===== config.mk =====
export PLATFORM = sky130hd
export DESIGN_NAME = spi_command_sequencer_flat
export DESIGN_NICKNAME = d
export VERILOG_FILES = /design/src/rtl/spi_command_sequencer_if.sv /design/src/rtl/spi_command_sequencer.sv /design/src/flat_wrapper.sv
export SDC_FILE = /design/constraint.sdc
export NUM_CORES = 1
export LEC_CHECK = 0
export CORE_MARGIN = 4
export CORE_UTILIZATION = 40
export DETAILED_ROUTE_END_ITERATION = 10
export SETUP_SLACK_MARGIN = 0.05
export SYNTH_ARGS = -nofsm -noshare
export SYNTH_HDL_FRONTEND = slang
export SYNTH_SLANG_ARGS = --single-unit
export TNS_END_PERCENT = 50

===== constraint.sdc =====
create_clock -name clk -period 9.7 [get_ports clk]
set_clock_uncertainty 0.1 [all_clocks]
set_input_delay 2.91 -clock clk [delete_from_list [all_inputs] [get_ports clk]]
set_output_delay 2.91 -clock clk [all_outputs]
set_load 0.02 [all_outputs]

===== src/rtl/spi_command_sequencer_if.sv =====
// Bus bundle between the SPI command sequencer and its surroundings:
// the byte shifter (rx/tx), the SDRAM write port, the key matrix and CPU control.
// The master modport is the sequencer side; slave is the host/memory side.
interface spi_command_sequencer_if #(
  parameter int BANK_BITS = 9,
  parameter int KEY_ROWS  = 16
);
  localparam int KEY_Y_W = $clog2(KEY_ROWS);

  logic                   spi_cs_n;
  logic                   rx_valid;
  logic [7:0]             rx_data;
  logic [7:0]             tx_data;
  logic                   sdram_ready;
  logic                   mem_req;
  logic                   mem_ack;
  logic [BANK_BITS+13:0]  mem_address;
  logic [7:0]             mem_wdata;
  logic                   key_we;
  logic [KEY_Y_W-1:0]     key_y;
  logic [7:0]             key_x;
  logic                   cpu_reset_n;
  logic                   cpu_run;

  modport master (
    input  spi_cs_n, rx_valid, rx_data, sdram_ready, mem_ack,
    output tx_data, mem_req, mem_address, mem_wdata, key_we, key_y, key_x,
           cpu_reset_n, cpu_run
  );

  modport slave (
    output spi_cs_n, rx_valid, rx_data, sdram_ready, mem_ack,
    input  tx_data, mem_req, mem_address, mem_wdata, key_we, key_y, key_x,
           cpu_reset_n, cpu_run
  );
endinterface


===== src/rtl/spi_command_sequencer.sv =====
// SPI command sequencer: decodes host command frames (one byte per rx_valid,
// framed by spi_cs_n), streams image bytes into SDRAM through a req/ack
// handshake, writes key matrix rows, reports status and releases the CPU.
// Optional build macro SPI_SEQ_FILL_EN adds opcode 08h, a hardware zero-fill
// of one 16 KiB bank; without it 08h is treated as an unknown opcode.
module spi_command_sequencer #(
  parameter logic [7:0] ACK_BYTE  = 8'hA5,
  parameter int         BANK_BITS = 9,
  parameter int         KEY_ROWS  = 16
) (
  input logic clk,
  input logic reset,
  spi_command_sequencer_if.master bus
);
  localparam int KEY_Y_W = $clog2(KEY_ROWS);
  localparam int ADDR_W  = BANK_BITS + 14;

  typedef enum logic [2:0] {
    ST_OPCODE,
    ST_ARG1,
    ST_ARG2,
    ST_DATA,
    ST_IGNORE
  } state_t;

  state_t               state_reg, state_next;
  logic [7:0]           opcode_reg, opcode_next;
  logic [7:0]           tx_reg, tx_next;
  logic                 mem_req_reg, mem_req_next;
  logic [ADDR_W-1:0]    addr_reg, addr_next;
  logic [7:0]           wdata_reg, wdata_next;
  logic                 key_we_reg, key_we_next;
  logic [KEY_Y_W-1:0]   key_y_reg, key_y_next;
  logic [7:0]           key_x_reg, key_x_next;
  logic                 reset_n_reg, reset_n_next;
  logic                 run_reg, run_next;
  logic [BANK_BITS-1:0] bank_reg, bank_next;
  logic [13:0]          offset_reg, offset_next;
  logic                 overrun_reg, overrun_next;
  logic                 busy;
`ifdef SPI_SEQ_FILL_EN
  logic                 fill_reg, fill_next;
`endif

`ifdef SPI_SEQ_FILL_EN
  assign busy = !bus.sdram_ready | mem_req_reg | fill_reg;
`else
  assign busy = !bus.sdram_ready | mem_req_reg;
`endif

  // FSM state register
  always_ff @(posedge clk or posedge reset) begin
    if (reset) state_reg <= ST_OPCODE;
    else       state_reg <= state_next;
  end

  // Datapath registers: command arguments, memory request, key and CPU control
  always_ff @(posedge clk or posedge reset) begin
    if (reset) begin
      opcode_reg  <= 8'h00;
      tx_reg      <= ACK_BYTE;
      mem_req_reg <= 1'b0;
      addr_reg    <= '0;
      wdata_reg   <= 8'h00;
      key_we_reg  <= 1'b0;
      key_y_reg   <= '0;
      key_x_reg   <= 8'h00;
      reset_n_reg <= 1'b0;
      run_reg     <= 1'b0;
      bank_reg    <= '0;
      offset_reg  <= 14'h0000;
      overrun_reg <= 1'b0;
`ifdef SPI_SEQ_FILL_EN
      fill_reg    <= 1'b0;
`endif
    end else begin
      opcode_reg  <= opcode_next;
      tx_reg      <= tx_next;
      mem_req_reg <= mem_req_next;
      addr_reg    <= addr_next;
      wdata_reg   <= wdata_next;
      key_we_reg  <= key_we_next;
      key_y_reg   <= key_y_next;
      key_x_reg   <= key_x_next;
      reset_n_reg <= reset_n_next;
      run_reg     <= run_next;
      bank_reg    <= bank_next;
      offset_reg  <= offset_next;
      overrun_reg <= overrun_next;
`ifdef SPI_SEQ_FILL_EN
      fill_reg    <= fill_next;
`endif
    end
  end

  // Next-state and next-output decode for the command frame
  always_comb begin
    state_next   = state_reg;
    opcode_next  = opcode_reg;
    tx_next      = tx_reg;
    mem_req_next = mem_req_reg;
    addr_next    = addr_reg;
    wdata_next   = wdata_reg;
    key_we_next  = 1'b0;
    key_y_next   = key_y_reg;
    key_x_next   = key_x_reg;
    reset_n_next = reset_n_reg;
    run_next     = run_reg;
    bank_next    = bank_reg;
    offset_next  = offset_reg;
    overrun_next = overrun_reg;
`ifdef SPI_SEQ_FILL_EN
    fill_next    = fill_reg;
`endif

    // An accepted write retires; a new request below may re-arm it this cycle.
    if (bus.mem_ack) mem_req_next = 1'b0;

    if (bus.spi_cs_n) begin
      // Frame end never cancels an outstanding write, only the decoder.
      state_next = ST_OPCODE;
      tx_next    = ACK_BYTE;
    end else if (bus.rx_valid) begin
      unique case (state_reg)
        ST_OPCODE: begin
          opcode_next = bus.rx_data;
          state_next  = ST_IGNORE;
          case (bus.rx_data)
            8'h02: run_next = 1'b1;
            8'h03, 8'h04, 8'h07: state_next = ST_ARG1;
            8'h05: begin
              // Status reflects the pre-clear overrun; reading it clears it.
              tx_next      = {5'b00000, run_reg, overrun_reg, busy};
              overrun_next = 1'b0;
            end
            8'h06: reset_n_next = 1'b1;
`ifdef SPI_SEQ_FILL_EN
            8'h08: state_next = ST_ARG1;
`endif
            default: ;
          endcase
`ifdef SPI_SEQ_FILL_EN
          // Anything that would touch memory or keys collides with a fill.
          if (fill_reg && (bus.rx_data == 8'h03 || bus.rx_data == 8'h04 ||
                           bus.rx_data == 8'h08)) begin
            state_next   = ST_IGNORE;
            overrun_next = 1'b1;
          end
`endif
        end
        ST_ARG1: begin
          state_next = ST_IGNORE;
          case (opcode_reg)
            8'h03: begin
              key_y_next = bus.rx_data[KEY_Y_W-1:0];
              state_next = ST_ARG2;
            end
            8'h04: begin
              bank_next[7:0] = bus.rx_data;
              offset_next    = 14'h0000;
              state_next     = ST_DATA;
            end
            8'h07: bank_next[BANK_BITS-1] = bus.rx_data[0];
`ifdef SPI_SEQ_FILL_EN
            8'h08: begin
              bank_next[7:0] = bus.rx_data;
              offset_next    = 14'h0000;
              fill_next      = 1'b1;
            end
`endif
            default: ;
          endcase
        end
        ST_ARG2: begin
          key_x_next  = bus.rx_data;
          key_we_next = 1'b1;
          state_next  = ST_IGNORE;
        end
        ST_DATA: begin
          if (!mem_req_reg || bus.mem_ack) begin
            mem_req_next = 1'b1;
            addr_next    = {bank_reg, offset_reg};
            wdata_next   = bus.rx_data;
          end else begin
            overrun_next = 1'b1;
          end
          // The slot is consumed even when the byte is dropped.
          offset_next = offset_reg + 14'd1;
        end
        ST_IGNORE: ;
        default: state_next = ST_OPCODE;
      endcase
    end

`ifdef SPI_SEQ_FILL_EN
    // Zero-fill issues back-to-back requests whenever the port is free.
    if (fill_reg && (!mem_req_reg || bus.mem_ack)) begin
      mem_req_next = 1'b1;
      addr_next    = {bank_reg, offset_reg};
      wdata_next   = 8'h00;
      offset_next  = offset_reg + 14'd1;
      if (offset_reg == 14'h3FFF) fill_next = 1'b0;
    end
`endif
  end

  assign bus.tx_data     = tx_reg;
  assign bus.mem_req     = mem_req_reg;
  assign bus.mem_address = addr_reg;
  assign bus.mem_wdata   = wdata_reg;
  assign bus.key_we      = key_we_reg;
  assign bus.key_y       = key_y_reg;
  assign bus.key_x       = key_x_reg;
  assign bus.cpu_reset_n = reset_n_reg;
  assign bus.cpu_run     = run_reg;
endmodule

===== src/flat_wrapper.sv =====
// flat-port wrapper written by rule: the top's interface ports become plain ports
module spi_command_sequencer_flat 
#(
  parameter logic [7:0] ACK_BYTE  = 8'hA5,
  parameter int         BANK_BITS = 9,
  parameter int         KEY_ROWS  = 16
)
  (clk, reset, bus_spi_cs_n, bus_rx_valid, bus_rx_data, bus_sdram_ready, bus_mem_ack, bus_tx_data, bus_mem_req, bus_mem_address, bus_mem_wdata, bus_key_we, bus_key_y, bus_key_x, bus_cpu_reset_n, bus_cpu_run);
  spi_command_sequencer_if #(.BANK_BITS(BANK_BITS), .KEY_ROWS(KEY_ROWS)) bus_i ();
  input logic clk;
  input logic reset;
  input wire logic [$bits(bus_i.spi_cs_n)-1:0] bus_spi_cs_n;
  input wire logic [$bits(bus_i.rx_valid)-1:0] bus_rx_valid;
  input wire logic [$bits(bus_i.rx_data)-1:0] bus_rx_data;
  input wire logic [$bits(bus_i.sdram_ready)-1:0] bus_sdram_ready;
  input wire logic [$bits(bus_i.mem_ack)-1:0] bus_mem_ack;
  output wire logic [$bits(bus_i.tx_data)-1:0] bus_tx_data;
  output wire logic [$bits(bus_i.mem_req)-1:0] bus_mem_req;
  output wire logic [$bits(bus_i.mem_address)-1:0] bus_mem_address;
  output wire logic [$bits(bus_i.mem_wdata)-1:0] bus_mem_wdata;
  output wire logic [$bits(bus_i.key_we)-1:0] bus_key_we;
  output wire logic [$bits(bus_i.key_y)-1:0] bus_key_y;
  output wire logic [$bits(bus_i.key_x)-1:0] bus_key_x;
  output wire logic [$bits(bus_i.cpu_reset_n)-1:0] bus_cpu_reset_n;
  output wire logic [$bits(bus_i.cpu_run)-1:0] bus_cpu_run;
  assign bus_i.spi_cs_n = bus_spi_cs_n;
  assign bus_i.rx_valid = bus_rx_valid;
  assign bus_i.rx_data = bus_rx_data;
  assign bus_i.sdram_ready = bus_sdram_ready;
  assign bus_i.mem_ack = bus_mem_ack;
  assign bus_tx_data = bus_i.tx_data;
  assign bus_mem_req = bus_i.mem_req;
  assign bus_mem_address = bus_i.mem_address;
  assign bus_mem_wdata = bus_i.mem_wdata;
  assign bus_key_we = bus_i.key_we;
  assign bus_key_y = bus_i.key_y;
  assign bus_key_x = bus_i.key_x;
  assign bus_cpu_reset_n = bus_i.cpu_reset_n;
  assign bus_cpu_run = bus_i.cpu_run;
  spi_command_sequencer #(.ACK_BYTE(ACK_BYTE), .BANK_BITS(BANK_BITS), .KEY_ROWS(KEY_ROWS)) u_core (.clk(clk), .reset(reset), .bus(bus_i));
endmodule

## Yosys cells after proc, flatten, opt, wreduce, memory -nomap -nowiden

Cells that the tools add are included.

- Reduce and logical (&&, ||, !) cells: 23
- Add/sub/neg operators: 1
- Equal/unequal tests: 17
- Muxes and demuxes: 22
- Bitwise logic cells: 2

Operators with widths:

| cell | number |
|---|---|
| $eq 8x3->1 const B | 6 |
| $mux 8 | 4 |
| $pmux 14 s2 | 1 |
| $reduce_and 4->1 | 7 |
| $eq 8x2->1 const B | 3 |
| $add 14x1->14 const B | 1 |
| $mux 14 | 1 |
| $pmux 3 s4 | 1 |
| $mux 1 | 10 |
| $reduce_bool 2->1 | 5 |
| $mux 3 | 3 |
| $reduce_and 3->1 | 3 |
| $eq 3x2->1 const B | 2 |
| $pmux 3 s2 | 1 |
| $reduce_and 5->1 | 1 |
| $ne 2x1->1 const B | 2 |
| $ne 2x2->1 const B | 2 |
| $eq 3x1->1 const B | 1 |
| $eq 3x3->1 const B | 1 |
| $logic_not 3->1 | 1 |
| $reduce_or 3->1 | 1 |
| $logic_not 1->1 | 2 |
| $pmux 1 s2 | 1 |
| $reduce_and 2->1 | 1 |
| 4 further kinds | 4 |

- Bits of input ports: 14
- Register bits: 90

## Longest topological paths before layout

- Depth in word-level cells: 6
- Mapped depth: 7

## Worst setup path after synthesis

Ideal clock, no wire load.

- Path kind: input to register
- From: input port bus_spi_cs_n
- To: register u_core.opcode_reg[0]
- Setup slack: 5171 ps
- Data arrival time: 4304 ps
- Data required time: 9475 ps
- Library setup time: 125 ps
- Cell stages on the path: 5
- Path through: buf_2 > or3b_2 > or3_1 > buf_2 > mux2_2

- Cells in the longest elaborated chain, start to end: 2

RTL lines:

| what | RTL line | RTL |
|---|---|---|
| start, declared | flat_wrapper.sv:12 | `input wire logic [$bits(bus_i.spi_cs_n)-1:0] bus_spi_cs_n;` |
| $not 1->1 (no source line) | -- |  |
| $reduce_and 3->1 (no source line) | -- |  |
| end signal, assigned | spi_command_sequencer.sv:77 | `opcode_reg <= opcode_next;` |
| end, declared | spi_command_sequencer.sv:27 | `logic [7:0] opcode_reg, opcode_next;` |

Every way passes these cells.
A chain may end at the register's enable or synchronous reset.

## Worst setup path in the final report

- From: input port bus_spi_cs_n
- To: register u_core.addr_reg[2] (netlist: u_core.bus.mem_address[2])

- Cells in the longest elaborated chain, start to end: 2

RTL lines:

| what | RTL line | RTL |
|---|---|---|
| $not 1->1 (no source line) | -- |  |
| $reduce_and 4->1 (no source line) | -- |  |
| end signal, assigned | spi_command_sequencer.sv:80 | `addr_reg <= addr_next;` |
| end, declared | spi_command_sequencer.sv:30 | `logic [ADDR_W-1:0] addr_reg, addr_next;` |

Every way passes these cells.

==> results by group <==
Power
  – Logic pwr share: between 5 and 6%
  – Pwr/cell area: 153.4 nW/um^2
  – LEAKAGE: 2.197 nW
  – Pwr Total: 0.7122 mW
  – Part of the power in registers: 52.5%
  – Switching part of the total: 21.32%
  – Clock power share: between 40% and 50%
  – Peak supply drop: 0.00008125 V
  – Int Pwr: 0.5604 mW
  – Net Sw Power: approximately 0.15 mW

CTS
  – H-tree levels: 3
  – CTS tree: done
  – CTS buffer count: 9
  – Clock Latency Late Sink: 350 ps
  – Post-CTS Repair Setup Buffers: 0
  – Clock root buffer: clkbuf_8
  – Reg clk slew, reported paths: about 80 ps
  – Hold Buf Count CTS: 0
  – CTS Sinks: 86
  – PostCTS Resize Cnt: 0
  – Worst-case clock buffer depth: 2

Status
  – Outcome: finished clean

Yosys
  – FFs w/ async S/R, synth: between 90% and 100%
  – Synth Instances: 279
  – Post-synth top area share: 56.29%
  – Predominant post-synthesis flop cell: dfrtp_1
  – Post-Syn Area: 3690 sq um
  – Synth area leader: dfrtp_1
  – EDFF count, synth: 0
  – Synth area leaders: dfrtp_1 56%, mux2_2 15%, mux2_4 2.4%
  – Count leader, synth: dfrtp_1
  – Seq/Total Area, Yosys: 58.43%
  – Yosys warns: 0
  – Commonest cells post-synth: 83 x dfrtp_1, 48 x mux2_2, 13 x nand2_1, 11 x nand3_1, 11 x nor2_1
  – Synth Register Bits: 86
  – Average size of a mapped cell: approximately 13 sq um
  – Distinct cell type count after synthesis: 52

Min path
  – Hold Path Class: register to register
  – Worst hold stages: 1

Routing
  – Starting DRT DRC Count: roughly 110
  – Via count: 2,365
  – Antenna-violating nets left: 0
  – Drt first pass iters: 4
  – Vias/cell: between 5 and 6
  – WL per Instance: about 16 microns
  – Final WL: 7502 microns
  – DRC: 0

Timing
  – Setup-failing EPs final: 0
  – Fmax: 189.5 MHz
  – Relative slew slack: 29.23%
  – Post-layout minimum cycle time: 5277 ps
  – Pins Over Slew Limit: 0
  – RSZ-0062 raised after global routing: false
  – Min Hold Slack: 373.9 ps
  – Setup tns final: 0 ps
  – Worst slew pin tran: 1061 ps
  – Post-route setup slack: 4423 ps
  – Final Cycle Share: 54.40%
  – Endpoints failing hold: 0

Worst setup path
  – CP Class: input port to register
  – Worst Path Required: roughly 9800 ps
  – Startpoint types: input port
  – Worst reg2reg path depth: 3
  – Crit path DAT: 5410 ps
  – Max FO, Critical Path: 20
  – Element type at the critical path end: register

Global route
  – Tot GR Track Use: between 10% and 20%
  – First-pass GRT wire length: 12,500 microns
  – Largest net degree at the start of global routing: 87
  – Initial antenna violation count: 0
  – Vias in the first global route: 2,409
  – Aggregate global routing overflow: 0

Die
  – Die ar.: 10,830 sq um
  – Initial Utilization: 41.70%
  – Core Region: 8848 sq um
  – I/O Pins: 69
  – Die height: 104.0 microns
  – # rows: 34
  – Die Width: 104.0 microns

Cells and area
  – Layout Nets: 358
  – Area delta synth->final: 25.81%
  – Antenna diode count: 0
  – Post-Route Utilization: 52.46%
  – Layout Cells excl Fill: 456
  – Share of cells above drive strength 1: 25.00%
  – Finished Cell Area: 4642 sq um
  – Largest register FFs: 23

Placed design
  – Routability congestion estimate from global placement: about 0.78
  – Placed cell count: 440
  – # port buffers: 65
  – Pre-CTS WS: 4051 ps
  – Post-Place Cell Area: about 4400 sq um
  – Hpwl dp: 5061 microns

Flow run
  – Max-cap violations: 0
==> layout make-up <==
class                   count  area [sq um]
fillers                   793          4207
clock inverters             6         108.9
repair buffers             67         665.6
inverters                   5         20.02
multi-input cells         174          1419
flip-flops and latches     86          2156
clock buffers              10         137.6
well taps                 108         135.1
==> worst max-delay path, stage by stage <==
cell             delay [ps]
clkdlybuf4s50_1         590
and4bb_2                540
nand3_1                 600
buf_4                   470
mux2_2                  290
==> power groups by stage <==
stage          clock [mW]  combinational, mW  sequential, mW
5_1_grt             0.328             0.0409           0.375
3_5_place_dp            0             0.0369           0.381
3_3_place_gp            0             0.0363           0.380
2_1_floorplan           0             0.0239           0.379
4_1_cts             0.314             0.0372           0.374
6_report            0.302             0.0362           0.374
==> routing by layer <==
| layer | vias to the layer above | part of all wire [%] | GRT usage, % |
|---|---|---|---|
| met5 | - | 0 | 0 |
| met4 | 0 | 1.7 | 6.268 |
| met3 | 10 | 5.1 | 4.407 |
| met2 | 53 | 44 | 20.75 |
| met1 | 1178 | 50 | 20.46 |
| li1 | 1124 | - | - |
==> layout by cell type (no fill, tap or decap), types with 3 or more instances in the layout <==
cell              n
nor4_1            3
nor2_1           11
conb_1            3
or3_1             3
and2_1            3
nand3b_1          3
dfstp_2           3
inv_1             4
clkbuf_8         10
dfrtp_1          83
nand3_1          11
o31ai_1           3
o21ai_0           6
o21ai_1           4
and3_1            5
clkdlybuf4s50_1  65
clkinv_2          3
nand4_1           7
xor2_1            6
nand2_1          13
mux2_4            6
bufinv_16         3
mux2_2           48
==> final timing paths <==
kind / to / startpoint / slack [ps]
max reg2reg: u_core.bank_reg[6] / u_core.state_reg[1] / 7100
max in group asynchronous: u_core.bus.mem_wdata[2] / reset / 5710
max: u_core.bus.mem_address[2] / bus_spi_cs_n / 4420
min reg2reg: u_core.bus.cpu_reset_n / u_core.bus.cpu_reset_n / 370
min in group asynchronous: u_core.bus.key_x[4] / reset / 3120
min: u_core.bus.cpu_reset_n / u_core.bus.cpu_reset_n / 370
==> logic make-up (layout without fill, tap and decap cells) <==
| group | count (synthesis) | after routing | share of synthesized area (%) |
|---|---|---|---|
| flip-flops | 86 | 86 | 58.43 |
| AND/OR/NAND/NOR | 81 | 81 | 13.80 |
| multiplexers | 56 | 56 | 17.63 |
| AO/OA/AOI/OAI | 26 | 26 | 4.714 |
| buffers and inverters | 21 | 88 | 3.323 |
| XOR/XNOR | 7 | 7 | 1.662 |
| adder cells (fa/ha/maj) | 1 | 1 | 0.3390 |
| other | 1 | 3 | 0.1016 |
No activity file was read; power rests on OpenSTA's default activity.
